$ cat src/rtl/mem_arb_2x.sv
// Two-requester round-robin arbiter and command sequencer for the 512x8
// single-port RAM wrapper. Requester A is the CPU data port and requester B
// is the UART loader / debug port. One access is issued per cycle. A single
// bubble is inserted when a read hits the address of the write accepted in
// the previous cycle, because the RAM commits writes one edge late.
module mem_arb_2x #(
    parameter int AW = 9,
    parameter int DW = 8
) (
    input  logic          i_clk,
    input  logic          i_rst,
    input  logic          i_a_req,
    input  logic          i_a_we,
    input  logic [AW-1:0] i_a_addr,
    input  logic [DW-1:0] i_a_wdata,
    output logic          o_a_gnt,
    output logic          o_a_rvalid,
    output logic [DW-1:0] o_a_rdata,
    input  logic          i_b_req,
    input  logic          i_b_we,
    input  logic [AW-1:0] i_b_addr,
    input  logic [DW-1:0] i_b_wdata,
    output logic          o_b_gnt,
    output logic          o_b_rvalid,
    output logic [DW-1:0] o_b_rdata,
    output logic [AW-1:0] o_mem_addr,
    output logic          o_mem_we,
    output logic [DW-1:0] o_mem_wdata,
    output logic          o_mem_re,
    input  logic [DW-1:0] i_mem_rdata
);

    typedef struct packed {
        logic          we;
        logic [AW-1:0] addr;
        logic [DW-1:0] wdata;
    } cmd_t;

    cmd_t          a_cmd, b_cmd, win;
    logic          last;      // 1: B was granted most recently
    logic          wr_pend;   // a write was accepted last cycle
    logic [AW-1:0] wr_addr;   // address of that write
    logic          a_rd, b_rd; // read-owner flags for the return cycle
    logic          pick_b, any_req, hazard, gnt;

    assign a_cmd = {i_a_we, i_a_addr, i_a_wdata};
    assign b_cmd = {i_b_we, i_b_addr, i_b_wdata};

    // Pick a winner, then suppress it if it is a read of the address still
    // being written; the loser is never promoted into the bubble cycle.
    always_comb begin
        pick_b      = i_b_req & (~i_a_req | ~last);
        any_req     = i_a_req | i_b_req;
        win         = pick_b ? b_cmd : a_cmd;
        hazard      = wr_pend & ~win.we & (win.addr == wr_addr);
        gnt         = any_req & ~hazard;
        o_a_gnt     = gnt & ~pick_b;
        o_b_gnt     = gnt & pick_b;
        o_mem_we    = gnt & win.we;
        o_mem_re    = gnt & ~win.we;
        o_mem_addr  = gnt ? win.addr  : '0;
        o_mem_wdata = gnt ? win.wdata : '0;
    end

    // Round-robin pointer, write-hazard tracking and read ownership.
    always_ff @(posedge i_clk or posedge i_rst) begin
        if (i_rst) begin
            last    <= 1'b1;
            wr_pend <= 1'b0;
            wr_addr <= '0;
            a_rd    <= 1'b0;
            b_rd    <= 1'b0;
        end else begin
            if (gnt) last <= pick_b;
            wr_pend <= o_mem_we;
            if (o_mem_we) wr_addr <= win.addr;
            a_rd <= o_a_gnt & ~win.we;
            b_rd <= o_b_gnt & ~win.we;
        end
    end

    assign o_a_rvalid = a_rd;
    assign o_b_rvalid = b_rd;
    assign o_a_rdata  = a_rd ? i_mem_rdata : '0;
    assign o_b_rdata  = b_rd ? i_mem_rdata : '0;

endmodule
$ cat config.mk
export PLATFORM = sky130hd
export DESIGN_NAME = mem_arb_2x
export DESIGN_NICKNAME = d
export VERILOG_FILES = /design/src/rtl/mem_arb_2x.sv
export SDC_FILE = /design/constraint.sdc
export NUM_CORES = 1
export LEC_CHECK = 0
export BUFFER_PORTS_ARGS = -buffer_cell sky130_fd_sc_hd__buf_2
export CORE_AREA = 2 2 60 62
export CTS_CLUSTER_SIZE = 40
export DETAILED_ROUTE_END_ITERATION = 7
export DIE_AREA = 0 0 62 64
export PLACE_DENSITY_LB_ADDON = 0.12
export RECOVER_POWER = 100
export SLEW_MARGIN = 10
export SYNTH_ARGS = -nofsm -noshare
export SYNTH_HDL_FRONTEND = slang
export SYNTH_SLANG_ARGS = --single-unit
$ cat constraint.sdc
create_clock -name i_clk -period 1.8 [get_ports i_clk]
set_clock_uncertainty 0.05 [all_clocks]
set_input_delay 0.18 -clock i_clk [delete_from_list [all_inputs] [get_ports i_clk]]
set_output_delay 0.18 -clock i_clk [all_outputs]
set_load 0.03 [all_outputs]
==> flow_summary.ini, run 1 <==
[placed_design]
hpwl_um = 3170
placedCellCount = 310
io_buffer_count = 86
postPlaceCellArea_um2 = 1930
place_congestion = 0.835
dp_worst_setup_slack_ns = -0.478

[global_routing]
overflow = 0
grt_usage = 0.211
use_met2 = 0.362
grt_max_degree = 18
use_met3 = 0.0344
grt_pass1_wl_um = 6200
busiest_layer = met2
grt_pass1_vias = 1357
use_met1 = 0.259
antenna_found_initial = 0

[critical_path]
path_max_fanout = 11
cp.required_ns = 1.57
cp-startpoint = last
r2r_end = last
start_kind = flop
r2r-start = last
reg2reg_depth = 9
rrSetupSlack_ns = -0.48
end_kind = output port
arrival_ns = 2.36
path_class = reg -> out

[finish]
final_core_utilization = 0.709
fillers = 265
final_cells = 329
layout.nets = 332
n_antenna_cell = 0
layout_commonest_cell = buf_2
layout_common_cells = 47 x buf_2, 37 x buf_4, 23 x buf_6, 19 x clkbuf_1, 17 x and2_1
final_area_um2 = 2330
drive_gt1_frac = 0.541
synthToLayoutAreaGrowth_pct = 96.4

[timing]
finalCritPeriodShare = 1.44
maxSlewHeadroom = 0.637
timing.fmax_mhz = 386
hold_viol_final = 0
worst_pin_slew_ns = 0.544
final_max_slew_viol_count = 0
grt_setup_unrepaired = true
min_period_ns = 2.59
setup_slack_ns = -0.792
finalSetupViolCount = 33

[cts]
cts-root-buf = clkbuf_4
cts_tree = yes
h-tree-depth = 1
cts.sinks = 13
numCtsBuffers = 3
clkLatencyLatePin_ns = 0.28
clockBufferDepth = 2
cts.clk_slew.worst_paths_ns = 0.09

[route]
drtIter0Drc = 47
avgRoutedWirePerCell_um = 14.3
drt-total-wl_um = 4690
via_per_inst = 5.00
drt_pre_antenna_iters = 4
vias = 1644
drc = 0
ant_nets = 0

[logic_synthesis]
syn-cell-area_um2 = 1180
synth.distinct_cells = 39
yosysTopAreaCell = dfrtp_1
seq_area_frac_synth = 0.276
avgSynthCellArea_um2 = 7.55
synth_top_area_share = 0.253
synthTopCellsByArea = dfrtp_1 25%, and2_1 9.0%, a21oi_1 7.2%
syn_inst = 157
synth-seq-cells = 13
yosysWarnings = 0
syn_nets = 205

[die]
row_count = 21
fp.dieW_um = 62
ioPinCount = 87
initial_utilization = 0.361
coreArea_um2 = 3280
dieArea_um2 = 3970
die_h_um = 64

[run_status]
violations = setup timing
status = complete, but fails checks

[power]
power.density_nw_per_um2 = 618
ir_drop_mv = 0.509
leakage_nw = 1.11

[flow_run]
max_cap_violations = 0

[worst_hold_path]
min_path_type = in -> reg
hold_depth = 2
hp-start = i_b_we
min_delay_worst_endpoint = o_b_rvalid
[power breakdown]
group	switching, mW	total (mW)	internal (mW)	leakage, nW
logic	0.450	0.856	0.405	0.944
registers	0.0463	0.391	0.345	0.149
clock network	0.106	0.192	0.0860	0.0150
total	0.603	1.44	0.836	1.11
[cell type report]
| type | count | area, µm² | area share |
|---|---|---|---|
| Timing Repair Buffer | 131 | 952 | 0.409 |
| Sequential cell | 13 | 327 | 0.140 |
| Inverter | 11 | 41.3 | 0.0177 |
| Tap cell | 46 | 57.6 | 0.0247 |
| Clock buffer | 4 | 26.3 | 0.0113 |
| Multi-Input combinational cell | 124 | 923 | 0.397 |
[logic make-up (layout without fill, tap and decap cells)]
kind of cell / Yosys count / in the layout / synth area share
buffers and inverters: 20 / 146 / 0.0866
and+or+nand+nor: 78 / 78 / 0.336
muxes: 6 / 6 / 0.0612
AOI/OAI and AO/OA: 37 / 37 / 0.219
xor gates and xnor gates: 3 / 3 / 0.0222
DFF: 13 / 13 / 0.276
[registers in the layout, summed over array words and instances (netlist names)]
signal      flops
wr_addr         9
wr_pend         1
o_a_rvalid      1
o_b_rvalid      1
last            1
[synthesized netlist by cell type (all sizes together)]
master,n
o21ai,2
nor4,1
buf,6
nor4b,1
o22ai,1
or2,1
nand2,12
a21bo,1
o211ai,1
dfrtp,12
a2bb2oi,1
nand3b,1
dfstp,1
or3,1
nor2,18
a21boi,1
a21oi,21
a222oi,1
o31ai,1
and2,17
xor2,1
nand2b,2
a221o,1
mux2i,6
nor3,14
inv,11
o221ai,2
clkbuf,3
o22a,1
nand3,10
o2111ai,3
xnor2,2
[critical path: stages, from the launching register on]
cell	delay, ns
dfstp_2	0.57
a21boi_4	0.08
buf_4	0.19
nor4b_2	0.32
o2111ai_2	0.18
nor3_4	0.27
buf_12	0.17
buf_8	0.13
a21oi_2	0.04
buf_6	0.13
[metal layers]
layer	share of wire	wire length, µm	up-vias
met5	0	0	-
met4	0.018	83	0
met3	0.068	320	8
met2	0.50	2340	79
met1	0.41	1950	753
li1	-	-	804
[repair_timing]
item                                    in CTS  in global routing
resized for setup                           49                 17
setup buffers                                4                  8
hold buffers                                 1                  0
cloned                                       1                  1
pin swaps                                    5                  4
hold endpoints to repair                    12                  0
endpoints found under the setup margin      33                 33
[per-stage QoR]
stage / power [mW] / setup TNS, ns / hold slack [ns]
2_1_floorplan: 0.817 / -6.41 / 0.00624
3_3_place_gp: 1.08 / -8.88 / 0.187
3_5_place_dp: 1.09 / -10.36 / 0.190
4_1_cts: 1.39 / -14.23 / 0.0592
5_1_grt: 1.52 / -21.50 / 0.0746
6_report: 1.44 / -17.85 / 0.0775
[worst max-delay path by stage]
stage / slack [ns] / cells past startpoint / end
final: -0.79 / 9 / o_mem_wdata[3]
after global routing: -0.91 / 9 / o_mem_wdata[1]
after CTS: -0.70 / 9 / o_mem_addr[8]
after detailed placement: -0.48 / 9 / o_mem_addr[2]
after global placement: -0.42 / 8 / o_mem_addr[2]
after floorplan: -0.31 / 8 / o_a_gnt
No activity file was read; power rests on OpenSTA's default activity.
==> inputs of run 2 (changes only) <==
- BUFFER_PORTS_ARGS: -buffer_cell sky130_fd_sc_hd__buf_2 -> -buffer_cell sky130_fd_sc_hd__buf_4
- CELL_PAD_IN_SITES_DETAIL_PLACEMENT: not set -> 2
- CELL_PAD_IN_SITES_GLOBAL_PLACEMENT: not set -> 2
- CORE_AREA: 2 2 60 62 -> 2 2 85 87
- DIE_AREA: 0 0 62 64 -> 0 0 87 89
- HOLD_SLACK_MARGIN: not set -> 0.03
==> flow_summary.ini, run 2 (synthesized netlist as in run 1, its figures left out) <==
[cts]
cts-root-buf = clkbuf_8
cts.sinks = 13
clkLatencyLatePin_ns = 0.25
cts.clk_slew.worst_paths_ns = 0.06
h-tree-depth = 1
cts_tree = yes
numCtsBuffers = 3
clockBufferDepth = 2

[die]
initial_utilization = 0.176
ioPinCount = 87
fp.dieW_um = 87
row_count = 30
dieArea_um2 = 7740
coreArea_um2 = 6720
die_h_um = 89

[finish]
layout.nets = 338
final_cells = 369
layout_commonest_cell = buf_4
final_core_utilization = 0.401
register_area_um2 = 327
largest_reg_flops = 9
layout_common_cells = 97 x buf_4, 23 x buf_6, 16 x nor2_1, 12 x a21oi_1, 12 x dfrtp_1
largest_register = wr_addr
n_antenna_cell = 0
multiInputGateArea_um2 = 1010
drive_gt1_frac = 0.599
synthToLayoutAreaGrowth_pct = 127
fillers = 759

[route]
vias = 1683
avgRoutedWirePerCell_um = 17.2
via_per_inst = 4.56
ant_nets = 0
drt-total-wl_um = 6330
drt_pre_antenna_iters = 4
drc = 0
drtIter0Drc = 33

[critical_path]
end_kind = output port
endpoint = o_a_gnt
path_class = reg -> out
reg2reg_depth = 10
arrival_ns = 2.38
start_kind = flop
r2r_end = last
r2r-start = last
cp-startpoint = last
rrSetupSlack_ns = -0.51
path_max_fanout = 7
cp.required_ns = 1.57

[placed_design]
dp_worst_setup_slack_ns = -0.544
hpwl_um = 4640
place_congestion = 0.680
placedCellCount = 349
io_buffer_count = 86

[timing]
finalCritPeriodShare = 1.45
tns_ns = -17.64
min_period_ns = 2.61
setup_slack_ns = -0.808
maxSlewHeadroom = 0.611
final_max_slew_viol_count = 0
grt_setup_unrepaired = true
timing.fmax_mhz = 383
hold_viol_final = 0
finalSetupViolCount = 33
worst_pin_slew_ns = 0.583

[global_routing]
grt_max_degree = 16
grt_pass1_vias = 1708
overflow = 0
grt_pass1_wl_um = 9090
antenna_found_initial = 0
grt_usage = 0.152

[power]
combPwrFrac = 0.592
power.density_nw_per_um2 = 617
internal_power_mw = 0.989
swShare = 0.404
p_sw_mw = 0.671
leakage_nw = 1.22
p_seq_frac = 0.237
pwr-share-clk = 0.171
ir_drop_mv = 0.242
finalPower_mw = 1.66

[run_status]
violations = setup timing
status = complete, but fails checks

[worst_hold_path]
hold_depth = 2
min_path_type = in -> reg

[flow_run]
max_cap_violations = 0
run 2: changes by cell type in the layout (fill, tap and decap cells not counted), moves of 2 or more:
cell / previous run / this run
buf_4: 37 / 97
buf_2: 47 / 0
and2_0: 0 / 10
and2_1: 17 / 7
clkbuf_1: 19 / 9
a21oi_2: 10 / 3
a21oi_4: 0 / 6
buf_12: 2 / 6
clkbuf_8: 0 / 3
clkbuf_4: 3 / 1
run 2: layer usage:
metal	part of all wire	track usage
met1	0.42	0.194
met2	0.51	0.269
met3	0.064	0.0369
met4	0.0088	0.0185
met5	0	0
run 2: what timing repair did:
item	in CTS	in global routing
resized for setup	27	35
hold endpoints to repair	12	0
hold buffers	1	0
buffers inserted	6	11
cloned	1	0
pin swaps	4	8
setup endpoints to repair	33	33
run 2: critical path, stage by stage (launching register included):
cell	delay, ns
dfstp_2	0.57
a21boi_4	0.08
buf_6	0.11
a221o_1	0.31
o221ai_2	0.16
o21ai_2	0.12
nor3_4	0.26
buf_6	0.15
buf_12	0.14
nor3_2	0.04
buf_4	0.17
run 2: how the worst min path moves through the flow:
stage,slack (ns),start,endpoint
final,0.09,i_b_we,o_b_rvalid
after detailed placement,0.24,i_rst,wr_addr[6]
after CTS,0.08,i_b_we,o_b_rvalid
after global routing,0.1,i_b_we,o_b_rvalid
after floorplan,0.006,i_rst,o_a_rvalid
after global placement,0.23,i_rst,wr_addr[6]
run 2: power groups by stage:
stage | Sequential (mW) | Combinational (mW) | Clock [mW]
after floorplan | 0.397 | 0.419 | 0
after detailed placement | 0.397 | 0.831 | 0
final | 0.394 | 0.983 | 0.283
after global routing | 0.404 | 1.06 | 0.306
after CTS | 0.395 | 0.891 | 0.293
after global placement | 0.395 | 0.821 | 0
run 2: through the flow:
step                instance area, µm²  hold slack [ns]
floorplan                         1270          0.00624
global placement                  2270            0.230
detailed placement                2270            0.237
CTS                               2520           0.0767
global route                      2690           0.0955
finish                            2690           0.0883
run 2: layout make-up:
cell class,count,area share
clock buffers,4,0.0167
well taps,80,0.0372
repair buffers,137,0.435
inverters,11,0.0153
flip-flops and latches,13,0.121
multi-input cells,124,0.375
==> inputs of run 3 (changes only) <==
==> constraint.sdc (replaced) <==
create_clock -name i_clk -period 1.8 [get_ports i_clk]
set_clock_uncertainty 0.05 [all_clocks]
set_input_delay 0.36 -clock i_clk [delete_from_list [all_inputs] [get_ports i_clk]]
set_output_delay 0.36 -clock i_clk [all_outputs]
set_load 0.03 [all_outputs]
==> flow_summary.ini, run 3 (synthesized netlist as in run 1, its figures left out) <==
[die]
ioPinCount = 87
coreArea_um2 = 6720
die_h_um = 89
initial_utilization = 0.176
fp.dieW_um = 87
dieArea_um2 = 7740
row_count = 30

[timing]
setup_slack_ns = -1.06
timing.fmax_mhz = 350
worst_pin_slew_ns = 0.561
grt_setup_unrepaired = true
maxSlewHeadroom = 0.625
finalCritPeriodShare = 1.59
hold_ws_ns = 0.117
final_max_slew_viol_count = 0
hold_viol_final = 0
finalSetupViolCount = 33
tns_ns = -23.68
min_period_ns = 2.86

[global_routing]
overflow = 0
grt_max_degree = 18
antenna_found_initial = 0
grt_pass1_wl_um = 8780
grt_usage = 0.145
grt_pass1_vias = 1703

[critical_path]
path_class = reg -> out
start_kind = flop
cp.required_ns = 1.39
end_kind = output port
reg2reg_depth = 12
path_max_fanout = 7
arrival_ns = 2.45

[cts]
h-tree-depth = 1
clkLatencyLatePin_ns = 0.25
numCtsBuffers = 3
cts_tree = yes
cts.clk_slew.worst_paths_ns = 0.06
cts_hold_buffers = 0
cts-root-buf = clkbuf_8
clockBufferDepth = 2
cts.sinks = 13

[finish]
final_cells = 372
n_antenna_cell = 0
largest_reg_flops = 9
layout_common_cells = 97 x buf_4, 25 x buf_6, 16 x nor2_1, 12 x a21oi_1, 12 x dfrtp_1
synthToLayoutAreaGrowth_pct = 128
layout.nets = 341
drive_gt1_frac = 0.589
largest_register = wr_addr
final_core_utilization = 0.401
layout_commonest_cell = buf_4

[power]
finalPower_mw = 1.63
leakage_nw = 1.24
ir_drop_mv = 0.306
power.density_nw_per_um2 = 606

[route]
drc = 0
ant_nets = 0
vias = 1693
drt_pre_antenna_iters = 4
via_per_inst = 4.55
drt-total-wl_um = 6240
drtIter0Drc = 46
avgRoutedWirePerCell_um = 16.8

[run_status]
status = complete, but fails checks
violations = setup timing

[placed_design]
io_buffer_count = 86
placedCellCount = 352
hpwl_um = 4600
place_congestion = 0.758

[flow_run]
max_cap_violations = 0

[worst_hold_path]
min_path_type = in -> async
-- run 3: changes by cell type in the layout (fill, tap and decap cells not counted), moves of 2 or more --
cell,delta
buf_8,+2
buf_12,-3
nor3_4,+2
nor3_2,-4
buf_6,+2
clkbuf_16,+2
nor3_1,+2
-- run 3: worst max-delay path: stages, from the launching register on --
cell and delay, ns:
dfstp_2 0.55, a21boi_2 0.07, buf_12 0.14, buf_8 0.12, a221o_1 0.31, o221ai_2 0.18, o21ai_2 0.12, nor3_4 0.21
buf_6 0.16, buf_8 0.16, a21oi_2 0.05, buf_6 0.14
-- run 3: metrics by stage --
step,area (µm²),setup WS [ns]
final,2700,-1.06
after global placement,2270,-0.734
after detailed placement,2270,-0.765
after CTS,2490,-0.961
after global routing,2700,-1.12
after floorplan,1280,-0.493
-- run 3: layout make-up --
| class | count | area, µm² |
|---|---|---|
| Tap cell | 80 | 100 |
| Inverter | 11 | 41.3 |
| Fill cell | 749 | 4020 |
| Timing Repair Buffer | 140 | 1210 |
| Clock buffer | 4 | 45.0 |
| Sequential cell | 13 | 327 |
| Multi-Input combinational cell | 124 | 977 |
-- run 3: repair_timing --
| item | 4_1_cts | 5_1_grt |
|---|---|---|
| endpoints found under the setup margin | 33 | 33 |
| gates cloned | 1 | 2 |
| resized for setup | 27 | 36 |
| pin swaps | 3 | 8 |
| buffers inserted | 6 | 11 |
-- run 3: metal layers --
layer / track usage / share of wire / vias to the layer above
met5: 0 / 0 / -
met4: 0.0170 / 0.0034 / 0
met3: 0.0286 / 0.047 / 4
met2: 0.248 / 0.50 / 48
met1: 0.196 / 0.45 / 818
li1: - / - / 823
-- run 3: power breakdown --
| group | total (mW) | internal, mW | switching (mW) |
|---|---|---|---|
| Combinational | 0.973 | 0.488 | 0.485 |
| Sequential | 0.392 | 0.346 | 0.0462 |
| Clock | 0.268 | 0.157 | 0.112 |
-- run 3: path summary, 6_finish.rpt --
check	from	slack, ns	end
min in group i_clk	i_b_we	0.36	o_b_rvalid
max	last	-1.06	o_mem_wdata[0]
max reg2reg	last	-0.66	last
min	i_rst	0.12	wr_addr[2]
min reg2reg	last	0.43	last
max in group asynchronous	i_rst	1.21	wr_addr[4]
